===== src/rtl/spi_regfile_peripheral.sv =====
// SPI-slave (mode 0) register file with read-back and framing-error detection.
// Every SPI pin is oversampled in the clk domain; nothing is clocked by sclk.
module spi_regfile_peripheral #(
  parameter int unsigned NUM_REGS    = 5,
  parameter int unsigned ADDR_W      = 7,
  parameter int unsigned DATA_W      = 8,
  parameter int unsigned SYNC_STAGES = 2
) (
  input  logic                       clk,
  input  logic                       rst,
  input  logic                       sclk,
  input  logic                       copi,
  input  logic                       ncs,
  output logic                       cipo,
  output logic                       cipo_oe,
  output logic [NUM_REGS*DATA_W-1:0] regs,
  output logic                       wr_pulse,
  output logic [ADDR_W-1:0]          last_addr,
  output logic                       frame_err
);

  localparam int unsigned FRAME_W = 1 + ADDR_W + DATA_W;
  localparam int unsigned CNT_W   = $clog2(FRAME_W + 1);
  localparam logic [CNT_W-1:0] CNT_CMD_END = CNT_W'(1 + ADDR_W);
  localparam logic [CNT_W-1:0] CNT_FRAME   = CNT_W'(FRAME_W);

  typedef enum logic [2:0] {IDLE, CMD, WDATA, RDATA, DONE, ERR} state_e;

  logic [SYNC_STAGES-1:0] sclk_sync_q, copi_sync_q, ncs_sync_q;
  logic                   sclk_prev_q, ncs_prev_q;
  state_e                 state_q, state_d, st;
  logic [CNT_W-1:0]       cnt_q, cnt_d, cnt;
  logic [FRAME_W-1:0]     shift_q, shift_d;
  logic [DATA_W-1:0]      snap_q, snap_d, rd_word;
  logic [DATA_W-1:0]      regs_q [NUM_REGS];
  logic [ADDR_W-1:0]      last_addr_q, wr_addr;
  logic                   wr_pulse_q, frame_err_q, wr_en, err_d;
  logic                   sclk_s, ncs_s, copi_s;
  logic                   sclk_rise, sclk_fall, ncs_rise, ncs_fall;

  always_ff @(posedge clk or posedge rst) begin
    if (rst) begin
      sclk_sync_q <= '0;
      copi_sync_q <= '0;
      ncs_sync_q  <= '1;
      sclk_prev_q <= 1'b0;
      ncs_prev_q  <= 1'b1;
    end else begin
      sclk_sync_q <= {sclk_sync_q[SYNC_STAGES-2:0], sclk};
      copi_sync_q <= {copi_sync_q[SYNC_STAGES-2:0], copi};
      ncs_sync_q  <= {ncs_sync_q[SYNC_STAGES-2:0], ncs};
      sclk_prev_q <= sclk_sync_q[SYNC_STAGES-1];
      ncs_prev_q  <= ncs_sync_q[SYNC_STAGES-1];
    end
  end

  assign sclk_s    = sclk_sync_q[SYNC_STAGES-1];
  assign ncs_s     = ncs_sync_q[SYNC_STAGES-1];
  assign copi_s    = copi_sync_q[SYNC_STAGES-1];
  assign sclk_rise = sclk_s & ~sclk_prev_q;
  assign sclk_fall = ~sclk_s & sclk_prev_q;
  assign ncs_rise  = ncs_s & ~ncs_prev_q;
  assign ncs_fall  = ~ncs_s & ncs_prev_q;
  assign wr_addr   = shift_q[DATA_W +: ADDR_W];

  always_comb begin
    rd_word = '0;
    for (int unsigned k = 0; k < NUM_REGS; k++)
      if (shift_q[ADDR_W-1:0] == ADDR_W'(k)) rd_word = regs_q[k];
  end

  // st/cnt are the effective state/count this cycle, so an sclk rise in the
  // same detect cycle as the ncs fall is already counted as bit 0 of CMD.
  always_comb begin
    state_d = state_q;
    cnt_d   = cnt_q;
    shift_d = shift_q;
    snap_d  = snap_q;
    wr_en   = 1'b0;
    err_d   = 1'b0;
    st      = state_q;
    cnt     = cnt_q;
    if (ncs_rise) begin
      state_d = IDLE;
      if (state_q == DONE)
        wr_en = shift_q[FRAME_W-1] && (32'(wr_addr) < NUM_REGS);
      else if (state_q != IDLE)
        err_d = 1'b1;
    end else begin
      if (state_q == IDLE && ncs_fall) begin
        st      = CMD;
        cnt     = '0;
        state_d = CMD;
        cnt_d   = '0;
      end
      if (sclk_rise) begin
        case (st)
          CMD, WDATA, RDATA: begin
            shift_d = {shift_q[FRAME_W-2:0], copi_s};
            cnt_d   = cnt + 1'b1;
            if (st == CMD && cnt_d == CNT_CMD_END) begin
              state_d = shift_d[ADDR_W] ? WDATA : RDATA;
              snap_d  = '0;
            end else if (st != CMD && cnt_d == CNT_FRAME) begin
              state_d = DONE;
            end
          end
          DONE:    state_d = ERR;
          default: ;
        endcase
      end
      if (sclk_fall && state_q == RDATA)
        snap_d = (cnt_q == CNT_CMD_END) ? rd_word : {snap_q[DATA_W-2:0], 1'b0};
    end
  end

  always_ff @(posedge clk or posedge rst) begin
    if (rst) begin
      state_q     <= IDLE;
      cnt_q       <= '0;
      shift_q     <= '0;
      snap_q      <= '0;
      wr_pulse_q  <= 1'b0;
      frame_err_q <= 1'b0;
      last_addr_q <= '0;
      for (int unsigned k = 0; k < NUM_REGS; k++) regs_q[k] <= '0;
    end else begin
      state_q     <= state_d;
      cnt_q       <= cnt_d;
      shift_q     <= shift_d;
      snap_q      <= snap_d;
      wr_pulse_q  <= wr_en;
      frame_err_q <= err_d;
      if (wr_en) last_addr_q <= wr_addr;
      for (int unsigned k = 0; k < NUM_REGS; k++)
        if (wr_en && wr_addr == ADDR_W'(k)) regs_q[k] <= shift_q[DATA_W-1:0];
    end
  end

  always_comb begin
    regs = '0;
    for (int unsigned k = 0; k < NUM_REGS; k++) regs[k*DATA_W +: DATA_W] = regs_q[k];
  end

  assign cipo      = (state_q == RDATA) && snap_q[DATA_W-1];
  assign cipo_oe   = ~ncs_s;
  assign wr_pulse  = wr_pulse_q;
  assign frame_err = frame_err_q;
  assign last_addr = last_addr_q;

endmodule


===== config.mk =====
export PLATFORM = sky130hd
export DESIGN_NAME = spi_regfile_peripheral
export DESIGN_NICKNAME = d
export VERILOG_FILES = /design/src/rtl/spi_regfile_peripheral.sv
export SDC_FILE = /design/constraint.sdc
export NUM_CORES = 1
export LEC_CHECK = 0
export CAP_MARGIN = 20
export CORE_MARGIN = 5
export CORE_UTILIZATION = 50
export DETAILED_ROUTE_END_ITERATION = 10
export PLACE_DENSITY = 0.71
export SLEW_MARGIN = 10
export SYNTH_ARGS = -nofsm -noshare
export SYNTH_HDL_FRONTEND = slang
export SYNTH_SLANG_ARGS = --single-unit

===== constraint.sdc =====
create_clock -name clk -period 4.3 [get_ports clk]
set_clock_uncertainty 0.05 [all_clocks]
set_input_delay 1.29 -clock clk [delete_from_list [all_inputs] [get_ports clk]]
set_output_delay 1.29 -clock clk [all_outputs]
set_load 0.02 [all_outputs]

==> impl_metrics.ini, run 1 <==
[status]
status = complete, no violations

[sta]
drv_slew = 0
tns_ps = 0
period_share_pct = 75.2
rsz0062_at_grt = no
hold_viol = 0
holdWs_ps = 310
relSlewSlack_pct = 47.1
post-route-min-period_ps = 3230
setup_ws_ps = 1070
worst_pin_slew_ps = 794
fmax_mhz = 309
setup_viol_count_final = 0

[setup_path]
cp-end-kind = flop
cp.arrival_ps = 3410
cp_num_buf_inv = 0
reg2reg_setup_slack_ps = 1070
path_cells = or4b_4 -> nand2b_4 -> and2_2 -> ha_1 -> and3b_1 -> o22ai_2 -> o221ai_4 -> a41oi_4 -> mux2_4
critPathKind = reg2reg
worstPathMaxFanout = 10
required_ps = 4480
critical-path-top-delay-family = simple AND/OR/NAND/NOR gates
reg2regPathDepth = 9
crit_cells = 9
critical_path.slowest_cell = dfstp_2
worst_path_largest_cell_delay_ps = 560
worstSetupStartpointType = flop

[clock_network]
cts_tree = done
clkTransAtPathRegs_ps = 90
cts_made_buffers = 9
clk_latency_ps = 340
cts_sinks = 89
post_cts_resize_count = 0
htree_levels = 3
max-clock-path-buffers = 2
hold_buffers = 0
postCtsSetupBuffers = 0
cts-root-buf = clkbuf_8

[floorplan]
dieArea_um2 = 10000
die_w_um = 100
start_util_pct = 51.8
core_um2 = 7810
ios = 56
rows = 32
die_h_um = 100

[finish]
n_antenna_cell = 0
finish.utilization_pct = 62.4
fin_nets = 375
multi_input_area_um2 = 1710
stdcell_area_um2 = 4870
fillCellCount = 656
layout-drive-gt1-share_pct = 21.2
regArea_um2 = 2230
area_delta_synth_final_pct = 20.3
layoutNonFillerInstCount = 475

[route]
drc_errors = 0
wl_um = 8540
ant_nets = 0
first_pass_iters = 4
vias = 2675
wl_per_cell_um = 18.0
initialDrtViolationCount = 142
via_per_inst = 5.63

[hold_path]
holdPathStages = 0
min_path_type = reg2reg

[global_routing]
grt_pass1_wl_um = 14300
grt_max_degree = 56
antenna_found_initial = 0
grt_pass1_vias = 2823
overflow = 0
grt_util_all_layers_pct = 18.0

[place]
place_hpwl_um = 6080
port_buffers = 55
gp_congestion = 0.864
dp_cells = 459
place_area_um2 = 4680
post-place-ws_ps = 1090

[synthesis]
synth_cell_types = 55
yosys_register_bits = 89
synthArstFlopShare_pct = 100
synth.net_count = 324
synth_area_um2 = 4050
ys_warn_count = 0
seq_area_frac_synth_pct = 55.1
yosys_most_used_dff = dfrtp_1
synth-edff-count = 0
syn_area_per_cell_um2 = 12.8
synthCells = 317

[power_and_ir_drop]
p_sw_share_pct = 30.1
p_sw_mw = 0.534
leakagePower_nw = 2.21
total_power_mw = 1.77
powerDensity_nw_per_um2 = 364
power_frac_clock_pct = 30.2
p_comb_share_pct = 12.4
pwr-share-seq_pct = 57.4
peakVddDrop_mv = 0.244
internal_power_mw = 1.24

[run]
drv_cap = 0
cell usage in the layout, fill, tap and decap left out, types with 2 or more instances in the layout:
| cell | synthesis | final |
|---|---|---|
| a21oi_1 | 9 | 9 |
| inv_1 | 7 | 6 |
| mux4_2 | 6 | 6 |
| ha_1 | 2 | 2 |
| nand4_1 | 4 | 4 |
| o21ai_0 | 15 | 15 |
| o21a_1 | 2 | 2 |
| clkdlybuf4s50_1 | 0 | 55 |
| nand3_1 | 3 | 3 |
| clkinv_4 | 0 | 2 |
| nor2_1 | 17 | 17 |
| nand3b_1 | 2 | 2 |
| nand2_1 | 16 | 16 |
| dfstp_2 | 3 | 3 |
| and2_1 | 6 | 6 |
| nor4_1 | 2 | 2 |
| xor2_1 | 2 | 2 |
| mux2i_1 | 2 | 2 |
| o211ai_1 | 3 | 3 |
| a221oi_1 | 4 | 4 |
| dfrtp_1 | 86 | 86 |
| mux2_1 | 14 | 14 |
| clkbuf_8 | 0 | 11 |
| nand2b_1 | 5 | 5 |
| and2_2 | 2 | 2 |
| clkinv_2 | 0 | 2 |
| and3_1 | 2 | 2 |
| nor2b_1 | 7 | 7 |
| a22o_1 | 9 | 9 |
| a31oi_1 | 4 | 4 |
| mux2_2 | 40 | 40 |
| or3_1 | 2 | 2 |
layout make-up:
| class | instances | share of cell area (%) |
|---|---|---|
| multi-input combinational | 204 | 35.2 |
| inverter | 7 | 0.565 |
| tap | 102 | 2.62 |
| clock inverter | 5 | 0.797 |
| sequential | 89 | 45.8 |
| timing repair buffer | 57 | 11.9 |
| clock buffer | 11 | 3.11 |
worst paths after layout:
| kind | start | to |
|---|---|---|
| max in group asynchronous | rst | shift_q[2] |
| setup / recovery | ncs_prev_q | snap_q[0] |
| setup reg to reg | ncs_prev_q | snap_q[0] |
| hold reg to reg | copi_sync_q[0] | copi_sync_q[1] |
| min in group asynchronous | rst | snap_q[0] |
| hold / removal | copi_sync_q[0] | copi_sync_q[1] |
sequential cells by signal (all words and copies together) (netlist names):
signal and flops:
snap_q 8, sclk_sync_q 2, shift_q 16, state_q 3, regs 40, sclk_prev_q 1
last_addr 7, ncs_prev_q 1, frame_err 1, copi_sync_q 2, ncs_sync_q 2, wr_pulse 1
cnt_q 5
cells in the mapped netlist (4+ instances only):
cell type,n,share of area (%)
nand4_1,4,0.62
a22o_1,9,1.9
mux2_1,14,3.9
and2_1,6,0.93
nand2b_1,5,0.77
clkbuf_1,12,1.1
o21ai_0,15,1.9
mux2_2,40,11
inv_1,7,0.65
a221oi_1,4,0.87
dfrtp_1,86,53
nand2_1,16,1.5
mux4_2,6,3.3
buf_2,4,0.49
nor2_1,17,1.6
nor2b_1,7,1.1
a21oi_1,9,1.1
a31oi_1,4,0.62
power groups by stage:
stage | logic [mW] | registers, mW | clock network [mW]
after floorplan | 0.229 | 0.946 | 0
after global placement | 0.213 | 1.03 | 0
after detailed placement | 0.221 | 1.03 | 0
after CTS | 0.221 | 1.02 | 0.551
after global routing | 0.244 | 1.03 | 0.593
final | 0.220 | 1.02 | 0.536
per-layer routing:
metal	share of wire, %	global-route usage [%]	vias up
li1	-	-	1263
met1	45	23.9	1349
met3	3.5	3.47	13
met2	50	29.7	50
met4	1.6	6.32	0
met5	0	0	-
cell families (layout without fill, tap and decap cells):
family | count (synthesis) | count (layout) | share of synthesized area, %
compound gates | 60 | 60 | 11.5
xor+xnor | 2 | 2 | 0.433
fa+ha+maj | 2 | 2 | 0.618
buf+inv | 24 | 80 | 2.53
flops | 89 | 89 | 55.1
mux | 63 | 63 | 19.2
simple gates | 77 | 77 | 10.5
(Power assumes the default switching activity.)
==> run 2, diff against run 1 <==
==> constraint.sdc (replaced) <==
create_clock -name clk -period 3.4 [get_ports clk]
set_clock_uncertainty 0.05 [all_clocks]
set_input_delay 1.02 -clock clk [delete_from_list [all_inputs] [get_ports clk]]
set_output_delay 1.02 -clock clk [all_outputs]
set_load 0.02 [all_outputs]
==> run 2 against run 1 <==
  * Clock-buffer cell count shrank 1
  * Fmax grew 4.0%
  * Wire length grew 0.81%
  * Final cell count grew 0.84%
  * Combinational power grew 25%
==> impl_metrics.ini, run 2 (synthesis gave the netlist of run 1 again) <==
[status]
status = complete, no violations

[sta]
fmax_mhz = 322
drv_slew = 0
setup_ws_ps = 292
post-route-min-period_ps = 3110
relSlewSlack_pct = 50.0
setup_viol_count_final = 0
rsz0062_at_grt = no
hold_viol = 0
period_share_pct = 91.4
tns_ps = 0
worst_pin_slew_ps = 750

[power_and_ir_drop]
powerDensity_nw_per_um2 = 465
leakagePower_nw = 2.23
peakVddDrop_mv = 0.283

[finish]
fin_nets = 379
layout-drive-gt1-share_pct = 21.8
fillCellCount = 629
layoutNonFillerInstCount = 479
multi_input_area_um2 = 1710
final_cell_mix = 86 x dfrtp_1, 55 x clkdlybuf4s50_1, 40 x mux2_2
final_common_cell = dfrtp_1
largest_reg_flops = 40
n_antenna_cell = 0
regArea_um2 = 2230
area_delta_synth_final_pct = 21.2

[place]
place_hpwl_um = 6170
dp_cells = 463
port_buffers = 55
gp_congestion = 0.915
post-place-ws_ps = 290

[global_routing]
grt_pass1_wl_um = 14200
antenna_found_initial = 0
grt_pass1_vias = 2762
grt_max_degree = 39
overflow = 0
grt_util_all_layers_pct = 18.4

[setup_path]
critical-path-top-delay-family = compound AO/OA/AOI/OAI gates
worstSetupStartpointType = flop
cp_num_buf_inv = 1
cp.arrival_ps = 3310
rr_startpoint = ncs_prev_q
cp-end-kind = flop
critical_path.slowest_cell = dfstp_2
worst_path_largest_cell_delay_ps = 550
worstPathMaxFanout = 10
crit_start = ncs_prev_q
path_cells = or4b_4 -> nand2b_4 -> and2_2 -> ha_1 -> o21bai_1 -> o22ai_2 -> o221ai_4 -> a41oi_4 -> buf_4 -> a22o_1
required_ps = 3600
critPathKind = reg2reg

[route]
vias = 2702
initialDrtViolationCount = 90
wl_per_cell_um = 18.0
first_pass_iters = 4
wl_um = 8610
ant_nets = 0
via_per_inst = 5.64
drc_errors = 0

[clock_network]
cts_sinks = 89
cts_tree = done
post_cts_resize_count = 0
cts-root-buf = clkbuf_8
htree_levels = 3
max-clock-path-buffers = 2
clk_latency_ps = 360
postCtsSetupBuffers = 0
cts_made_buffers = 9
hold_buffers = 0
clkTransAtPathRegs_ps = 80

[floorplan]
start_util_pct = 51.8
dieArea_um2 = 10000
die_w_um = 100
die_h_um = 100
rows = 32
ios = 56
core_um2 = 7810

[hold_path]
hold_start = copi_sync_q[0]
min_path_type = reg2reg

[run]
drv_cap = 0
-- run 2: changes by cell type in the layout (fill, tap and decap cells not counted) --
cell,before,now
buf_4,1,5
bufinv_16,0,1
clkbuf_1,0,1
clkbuf_8,11,9
clkinv_4,2,3
inv_6,1,0
-- run 2: area by class of cell --
type | instances | area share (%)
Clock buffer | 10 | 2.60
Tap cell | 102 | 2.60
Timing Repair Buffer | 61 | 12.4
Inverter | 7 | 0.561
Sequential cell | 89 | 45.5
Multi-Input combinational cell | 204 | 34.9
Clock inverter | 6 | 1.40
-- run 2: layer usage --
| layer | wire length (µm) | global-route usage (%) |
|---|---|---|
| met5 | 0 | 0 |
| met4 | 159 | 7.98 |
| met3 | 284 | 3.75 |
| met2 | 4340 | 29.2 |
| met1 | 3820 | 24.7 |
-- run 2: where the power goes --
part	leakage (nW)	switching, mW	internal (mW)
logic	0.928	0.136	0.140
clock network	0.0964	0.378	0.342
registers	1.21	0.166	1.12
-- run 2: stage by stage --
stage	cell area [µm²]	total power [mW]	hold slack (ps)	utilization [%]
after floorplan	4050	1.49	281	-
after global placement	4710	1.58	284	60.3
after detailed placement	4710	1.59	286	60.3
after CTS	4900	2.30	305	62.8
after global routing	4900	2.40	313	62.8
final	4900	2.28	304	62.8
-- run 2: final timing paths --
kind,cells past startpoint,slack [ps],to
max,10,290,snap_q[2]
min,0,300,copi_sync_q[1]
max reg2reg,10,290,snap_q[2]
min reg2reg,0,300,copi_sync_q[1]
max in group asynchronous,3,1790,ncs_prev_q
min in group asynchronous,2,920,regs[11]
